--- src/rtl/msbs_t3_seq_ctrl_pkg.sv ---
// Shared FSM encodings and control-bus bit positions for the t=3 mSBS sequencer and its datapath.
// Keeping the bus indices here keeps the controller and the buffer packing in step.
package msbs_t3_seq_ctrl_pkg;

    typedef enum logic [1:0] {
        ST_IDLE    = 2'd0,
        ST_CLR     = 2'd1,
        ST_COLLECT = 2'd2,
        ST_HOLD    = 2'd3
    } state_t;

    localparam int CTRL_EN        = 0;
    localparam int CTRL_SH_EN     = 1;
    localparam int CTRL_PASS_LAST = 2;
    localparam int CTRL_CLR       = 3;
    localparam int CTRL_W         = 4;

endpackage

--- src/rtl/msbs_t3_seq_ctrl.sv ---
// Sequencer for the t=3 sequential mSBS datapath: one syndrome triple per Chase pattern, then hold the filled bank.
// Latency: last pattern accepted at edge E -> out_coef_valid from E; out_synd_ready is low outside COLLECT and in HOLD.
// Backpressure: the bank is held with out_coef_valid until in_coef_ready; enables are combinational from in_synd_valid.
module msbs_t3_seq_ctrl
    import msbs_t3_seq_ctrl_pkg::*;
#(
    parameter int TEST_PATTEN_NUMS = 8,
    parameter int CNT_WIDTH        = 3,
    parameter int PASSING_LAST_EN  = 0
) (
    input  logic                 clk,
    input  logic                 in_ctr_Srst,
    input  logic                 in_start,
    input  logic                 in_abort,
    input  logic                 in_synd_valid,
    output logic                 out_synd_ready,
    output logic                 out_msbs_clr,
    output logic                 out_msbs_en,
    output logic                 out_msbs_sh_en,
    output logic                 out_msbs_pass_last,
    output logic [CNT_WIDTH-1:0] out_tp_idx,
    output logic                 out_coef_valid,
    input  logic                 in_coef_ready,
    output logic                 out_busy,
    output logic                 out_err_start
);

    localparam logic [CNT_WIDTH-1:0] LAST_IDX = CNT_WIDTH'(TEST_PATTEN_NUMS - 1);

    state_t                r_state;
    state_t                w_next;
    logic [CNT_WIDTH-1:0]  r_count;
    logic                  r_err_start;
    logic                  w_xfer;
    logic                  w_last;
    logic                  w_abort;
    logic                  w_err;
    logic                  w_ready;
    logic                  w_coef_valid;
    logic [CTRL_W-1:0]     w_ctrl;

    assign w_abort = in_abort & (r_state != ST_IDLE);
    assign w_xfer  = in_synd_valid & (r_state == ST_COLLECT);
    assign w_last  = (r_count == LAST_IDX);
    // A start is only legal from IDLE or as a HOLD hand-off; everything else is flagged.
    assign w_err   = in_start & (r_state != ST_IDLE) & ~((r_state == ST_HOLD) & in_coef_ready);

    always_ff @(posedge clk) begin
        if (!in_ctr_Srst) begin
            r_state <= ST_IDLE;
        end else begin
            r_state <= w_next;
        end
    end

    always_comb begin
        w_next = r_state;
        case (r_state)
            ST_IDLE:    if (in_start) w_next = ST_CLR;
            ST_CLR:     w_next = ST_COLLECT;
            ST_COLLECT: if (w_xfer && w_last) w_next = ST_HOLD;
            ST_HOLD:    if (in_coef_ready) w_next = in_start ? ST_CLR : ST_IDLE;
            default:    w_next = ST_IDLE;
        endcase
        if (w_abort) w_next = ST_IDLE;
    end

    always_comb begin
        w_ctrl       = '0;
        w_ready      = 1'b0;
        w_coef_valid = 1'b0;
        case (r_state)
            ST_CLR: begin
                w_ctrl[CTRL_CLR] = 1'b1;
                w_ctrl[CTRL_EN]  = 1'b1;
            end
            ST_COLLECT: begin
                w_ready                = 1'b1;
                w_ctrl[CTRL_EN]        = w_xfer;
                w_ctrl[CTRL_SH_EN]     = w_xfer;
                w_ctrl[CTRL_PASS_LAST] = w_xfer & w_last & (PASSING_LAST_EN != 0);
            end
            ST_HOLD:  w_coef_valid = 1'b1;
            default:  w_ctrl = '0;
        endcase
    end

    // Count resets whenever we leave or are not in COLLECT, so tp_idx reads 0 in IDLE/CLR/HOLD.
    always_ff @(posedge clk) begin
        if (!in_ctr_Srst) begin
            r_count     <= '0;
            r_err_start <= 1'b0;
        end else begin
            r_err_start <= w_err;
            if (w_abort || (r_state != ST_COLLECT)) begin
                r_count <= '0;
            end else if (w_xfer) begin
                r_count <= w_last ? '0 : r_count + 1'b1;
            end
        end
    end

    assign out_synd_ready     = w_ready;
    assign out_msbs_clr       = w_ctrl[CTRL_CLR];
    assign out_msbs_en        = w_ctrl[CTRL_EN];
    assign out_msbs_sh_en     = w_ctrl[CTRL_SH_EN];
    assign out_msbs_pass_last = w_ctrl[CTRL_PASS_LAST];
    assign out_tp_idx         = r_count;
    assign out_coef_valid     = w_coef_valid;
    assign out_busy           = (r_state != ST_IDLE);
    assign out_err_start      = r_err_start;

endmodule

--- config.mk ---
export PLATFORM = sky130hd
export DESIGN_NAME = msbs_t3_seq_ctrl
export DESIGN_NICKNAME = d
export VERILOG_FILES = /design/src/rtl/msbs_t3_seq_ctrl_pkg.sv /design/src/rtl/msbs_t3_seq_ctrl.sv
export SDC_FILE = /design/constraint.sdc
export NUM_CORES = 1
export LEC_CHECK = 0
export ABC_AREA = 0
export CORE_AREA = 4 4 41 43
export DETAILED_ROUTE_END_ITERATION = 8
export DIE_AREA = 0 0 45 47
export GPL_ROUTABILITY_DRIVEN = 1
export PLACE_DENSITY = 0.58
export SYNTH_ARGS = -nofsm -noshare
export SYNTH_HDL_FRONTEND = slang
export SYNTH_SLANG_ARGS = --single-unit
--- constraint.sdc ---
create_clock -name clk -period 2.85 [get_ports clk]
set_clock_uncertainty 0.1 [all_clocks]
set_input_delay 0.285 -clock clk [delete_from_list [all_inputs] [get_ports clk]]
set_output_delay 0.285 -clock clk [all_outputs]
set_load 0.005 [all_outputs]
Yosys cells after proc, flatten, opt, wreduce, memory -nomap -nowiden
Cells that the tools add are included.
Cells by class
  muxes and demuxes: 11
  bitwise operators: 7
  reductions and logical operators: 7
  $add $sub $neg: 1
  eq/ne operators: 8
Operators with widths (number)
  $pmux 2 s4: 1
  $mux 2: 3
  $ne 2x2->1 const B: 3
  $and 1x1->1: 5
  $mux 1: 5
  $eq 2x2->1 const B: 2
  $reduce_or 2->1: 2
  $add 3x1->3 const B: 1
  $eq 3x3->1 const B: 1
  $mux 3: 1
  $reduce_and 3->1: 1
  $eq 2x1->1 const B: 1
  $logic_not 2->1: 1
  $ne 2x1->1 const B: 1
  $not 1->1: 2
  $pmux 1 s2: 1
  $reduce_bool 2->1: 1
  $logic_and 1x1->1: 1
  $logic_or 1x1->1: 1
Storage, ports and cells
  register bits after elaboration: 6
  output and inout port bits: 11
  logic and storage cells: 37
  bits of input ports: 6

Logic depth before layout (Yosys ltp)
  depth in word-level cells: 5
  depth in mapped cells: 5
  mapped depth without buffers: 5

Worst setup path before layout
Ideal clock, no wire load.
  kind: reg2reg
  from: reg r_count[0], in the netlist out_tp_idx[0]
  to: reg r_state[1]
  path buffers: 0
  stages on the path, launching flop included: 6
  library setup time: 0.067 ns
  period minus slack after synthesis: 1.415 ns
  arrival: 1.248 ns
  slack: 1.435 ns
  required time: 2.683 ns
  cell sequence: dfxtp_1 ha_1 ha_1 a21bo_4 a31o_1 a21oi_2
On the way
  cells in the longest elaborated chain, start to end: 4
Ends and longest elaborated chain
  start, declared: line msbs_t3_seq_ctrl.sv:32  | logic [CNT_WIDTH-1:0] r_count;
  start signal, assigned: line msbs_t3_seq_ctrl.sv:98  | r_count <= w_last ? '0 : r_count + 1'b1;
  $eq 3x3->1: line msbs_t3_seq_ctrl.sv:44  | assign w_last = (r_count == LAST_IDX);
  $logic_and 1x1->1: line msbs_t3_seq_ctrl.sv:61  | ST_COLLECT: if (w_xfer && w_last) w_next = ST_HOLD;
  $ne 2x1->1 (no source line)
  $reduce_and 3->1 (no source line)
  end signal, assigned: line msbs_t3_seq_ctrl.sv:52  | r_state <= w_next;
  end, declared: line msbs_t3_seq_ctrl.sv:30  | state_t r_state;
Every way passes these cells.
A chain may end at the register's enable or synchronous reset.

Worst setup path in the final report
  from: reg r_state[0]
  to: out out_msbs_en
On the way
  cells in the longest elaborated chain, start to end: 3
  elaborated cells on any way between the ends: 4
  those cells by class: eq/ne (2); mux (1); bitwise (1)
Ends and longest elaborated chain
  $eq 2x2->1: line msbs_t3_seq_ctrl.sv:43, msbs_t3_seq_ctrl.sv:72
  $and 1x1->1: line msbs_t3_seq_ctrl.sv:43  | assign w_xfer = in_synd_valid & (r_state == ST_COLLECT);
  $pmux 1 s2 (*): line msbs_t3_seq_ctrl.sv:72  | case (r_state)
  end, declared: line msbs_t3_seq_ctrl.sv:18  | output logic out_msbs_en,
Mark *: on every way between the ends. The rest lies on a longest branch, timed or not.

==> impl_results.md <==
* Status: finished clean
* Critical R2R Capture: r_state[1]$_SDFFE_PP0P_
* Worst-path cell chain: inv_1 > ha_1 > and2_1 > o21a_1 > clkdlybuf4s50_1
* WP data arrival at 1.75 ns
* Htree depth at 1
* Fillers at 135
* Avg Cell Area, Syn at ~9.6 µm²
* Crit path from: r_state[0]$_SDFFE_PP0P_
* Post-DRT Antenna Nets at 0
* MaxCap Viol Count at 0
* Post-CTS setup buffer count at 0
* First-pass GRT wire length at roughly 1400 µm
* Final hold viol count at 0
* Initial DRC count at 0
* Cells after DPL at between 70 and 80
* VDD IR-drop max at 0.453 mV
* Area contributors post-synth: dfxtp_1 (29%), ha_1 (18%), mux2i_1 (7.3%)
* Post-layout min period at ~2.1 ns
* Synth-to-layout area growth at 41.9%
* Reg2reg path depth at 5
* Drc violations at 0
* Critical-path top delay cell: clkdlybuf4s50_1
* Period utilization at 0.749
* Hold wc startpoint: out_tp_idx[2]$_SDFFE_PP0P_
* Gp weighted congestion at approximately 0.77
* Critical path class: flip-flop to output pin
* Initial core utilization at 0.316
* Finish-stage setup viols at 0
* DRT Wirelength at a little over 800 µm
* Vias in the first global route at 364
* CP Capture Type: output pin
* Total Routing Usage GR at 0.0903
* Clk_lat worst skew at approximately 0.25 ns
* CTS sink cnt at 6
* End of the worst hold path: out_tp_idx[2]$_SDFFE_PP0P_
* Die Y at 47 µm
* DP HPWL at 692 µm
* Hold depth at 2
* Worst r2r src: out_tp_idx[0]$_SDFFE_PP0P_
* # diodes at 0
* PwrDens at 736 nW/µm²
* Top_reg_cell synth: dfxtp_1
* Pleak at between 0.2 and 0.25 nW
* Initial antenna violation count at 0
* Unique cell type count in the Yosys netlist at 23
* Fraction of registers with async set/reset at 0
* Synth warn at 0
* Die Wd at 45 µm
* Top cell type by total area after synthesis: dfxtp_1
* Syn Nets at 55
* Grt total ovfl at 0
* Hold buffers post-CTS at 0
* Nets at 73
* Max Fclk at 468 MHz
* I/O pins at 17
* Inserted Clock Buffers at 3
* #FFs+latches synth at 6
* Drt wl/cell at approximately 11 µm
* Cells after Synth at 43
* CP Data Required Time at between 2 and 2.5 ns
* CTS tree: yes
* Resized Gates After CTS at 0
* Clock transition at the registers of the reported paths at 0.05 ns
* Non-Filler Instances at 74
* Seq/Total Area, Yosys at 0.292
* Top cells by count, synth: dfxtp_1 (6), ha_1 (6), inv_1 (4), nor2_1 (4), mux2i_1 (3)
* Share of layout cells above drive strength 1 at 0.119
* Hold Worst Slack at around 0.44 ns
* Cell Area, Synth at between 400 and 500 µm²
* Hold Crit Class: flip-flop to flip-flop
* CTS Buffer Depth at 2
* Largest net degree at the start of global routing at 7
* CP max stage delay at 0.44 ns
* Core area at approximately 1300 µm²
* Vias at approximately 350
* Total negative setup slack at 0 ns
* Synth top area share at 0.292
* RSZ-0062 raised after global routing: false
* Maximum fanout along the worst path at 5
* Startpoint types: flip-flop
* Max Slew Vio Count at 0
* Row Count at 13
* TritonRoute pass-1 iters at 1
* R2r setup slk at 1.38 ns
* Via/cell ratio at about 4.7
* Port Buf Inserts at 15
* Cell chosen for the clock root: clkbuf_4
* Die ar. at 2120 µm²
* Post-synth EDFFs at 0
[power breakdown]
group	leakage (nW)	switching, mW	internal (mW)	total, mW
Clock	0.0138	0.0316	0.0477	0.0793
Sequential	0.0488	0.0163	0.100	0.117
Combinational	0.187	0.0991	0.135	0.234
Total	0.249	0.147	0.283	0.430
[cell families (layout without fill, tap and decap cells)]
family	Yosys count	in the layout	share of synthesized area
AOI/OAI and AO/OA	10	10	0.213
adders and majority gates	6	6	0.182
buffers and inverters	6	22	0.0821
DFF	6	6	0.292
muxes	3	3	0.0730
other	1	1	0.00911
and+or+nand+nor	11	11	0.149
[cells in the final DEF (no fill, tap or decap)]
cell	n
a31o_1	1
dfxtp_1	6
nand2b_1	2
mux2i_1	3
clkdlybuf4s50_1	15
clkbuf_4	3
ha_1	6
nand2_1	1
nand4_1	1
a21bo_4	1
a211oi_1	2
a21oi_2	1
nor2_1	4
and2_1	1
a31oi_1	1
and3_1	1
o21a_1	1
o21ai_0	1
a211oi_2	1
o211ai_1	1
inv_1	4
conb_1	1
and3_4	1
[flip-flops by register name, indices dropped and copies added, names as in the netlist]
register and count:
out_err_start 1, out_tp_idx 3, r_state 2
[worst max-delay path, delay by kind of cell (launching register included)]
kind            cells  cell delay, ns
simple gates        1            0.16
compound gates      1            0.16
flops               1            0.40
fa+ha+maj           1            0.24
buf+inv             2            0.54
[worst max-delay path by stage]
stage / end / slack [ns] / depth (start not counted)
2_1_floorplan: r_state[1]$_SDFFE_PP0P_ / 1.43 / 5
3_3_place_gp: out_msbs_en / 0.79 / 4
3_5_place_dp: out_msbs_en / 0.78 / 4
4_1_cts: out_msbs_en / 0.69 / 5
5_1_grt: out_msbs_en / 0.62 / 5
6_report: out_msbs_en / 0.71 / 5
[metrics by stage]
stage / area [µm²] / total power [mW] / util / worst slack [ns]
4_1_cts: 584 / 0.436 / 0.449 / 0.695
3_3_place_gp: 562 / 0.353 / 0.432 / 0.789
6_report: 584 / 0.430 / 0.449 / 0.715
5_1_grt: 584 / 0.469 / 0.449 / 0.622
3_5_place_dp: 562 / 0.355 / 0.432 / 0.778
2_1_floorplan: 412 / 0.259 / - / 1.43
[final cells by class]
type                            count  area (µm²)  area share
Inverter                            4        15.0      0.0257
Clock buffer                        3        22.5      0.0385
Multi-Input combinational cell     31         258       0.441
Tap cell                           15        18.8      0.0321
Sequential cell                     6         120       0.206
Timing Repair Buffer               15         150       0.257
[routing by layer]
metal	track usage	wire length, µm
met5	0	0
met4	0.0175	0
met3	0.0575	70
met2	0.158	418
met1	0.0915	319
Power figures use the tool's default switching activity.
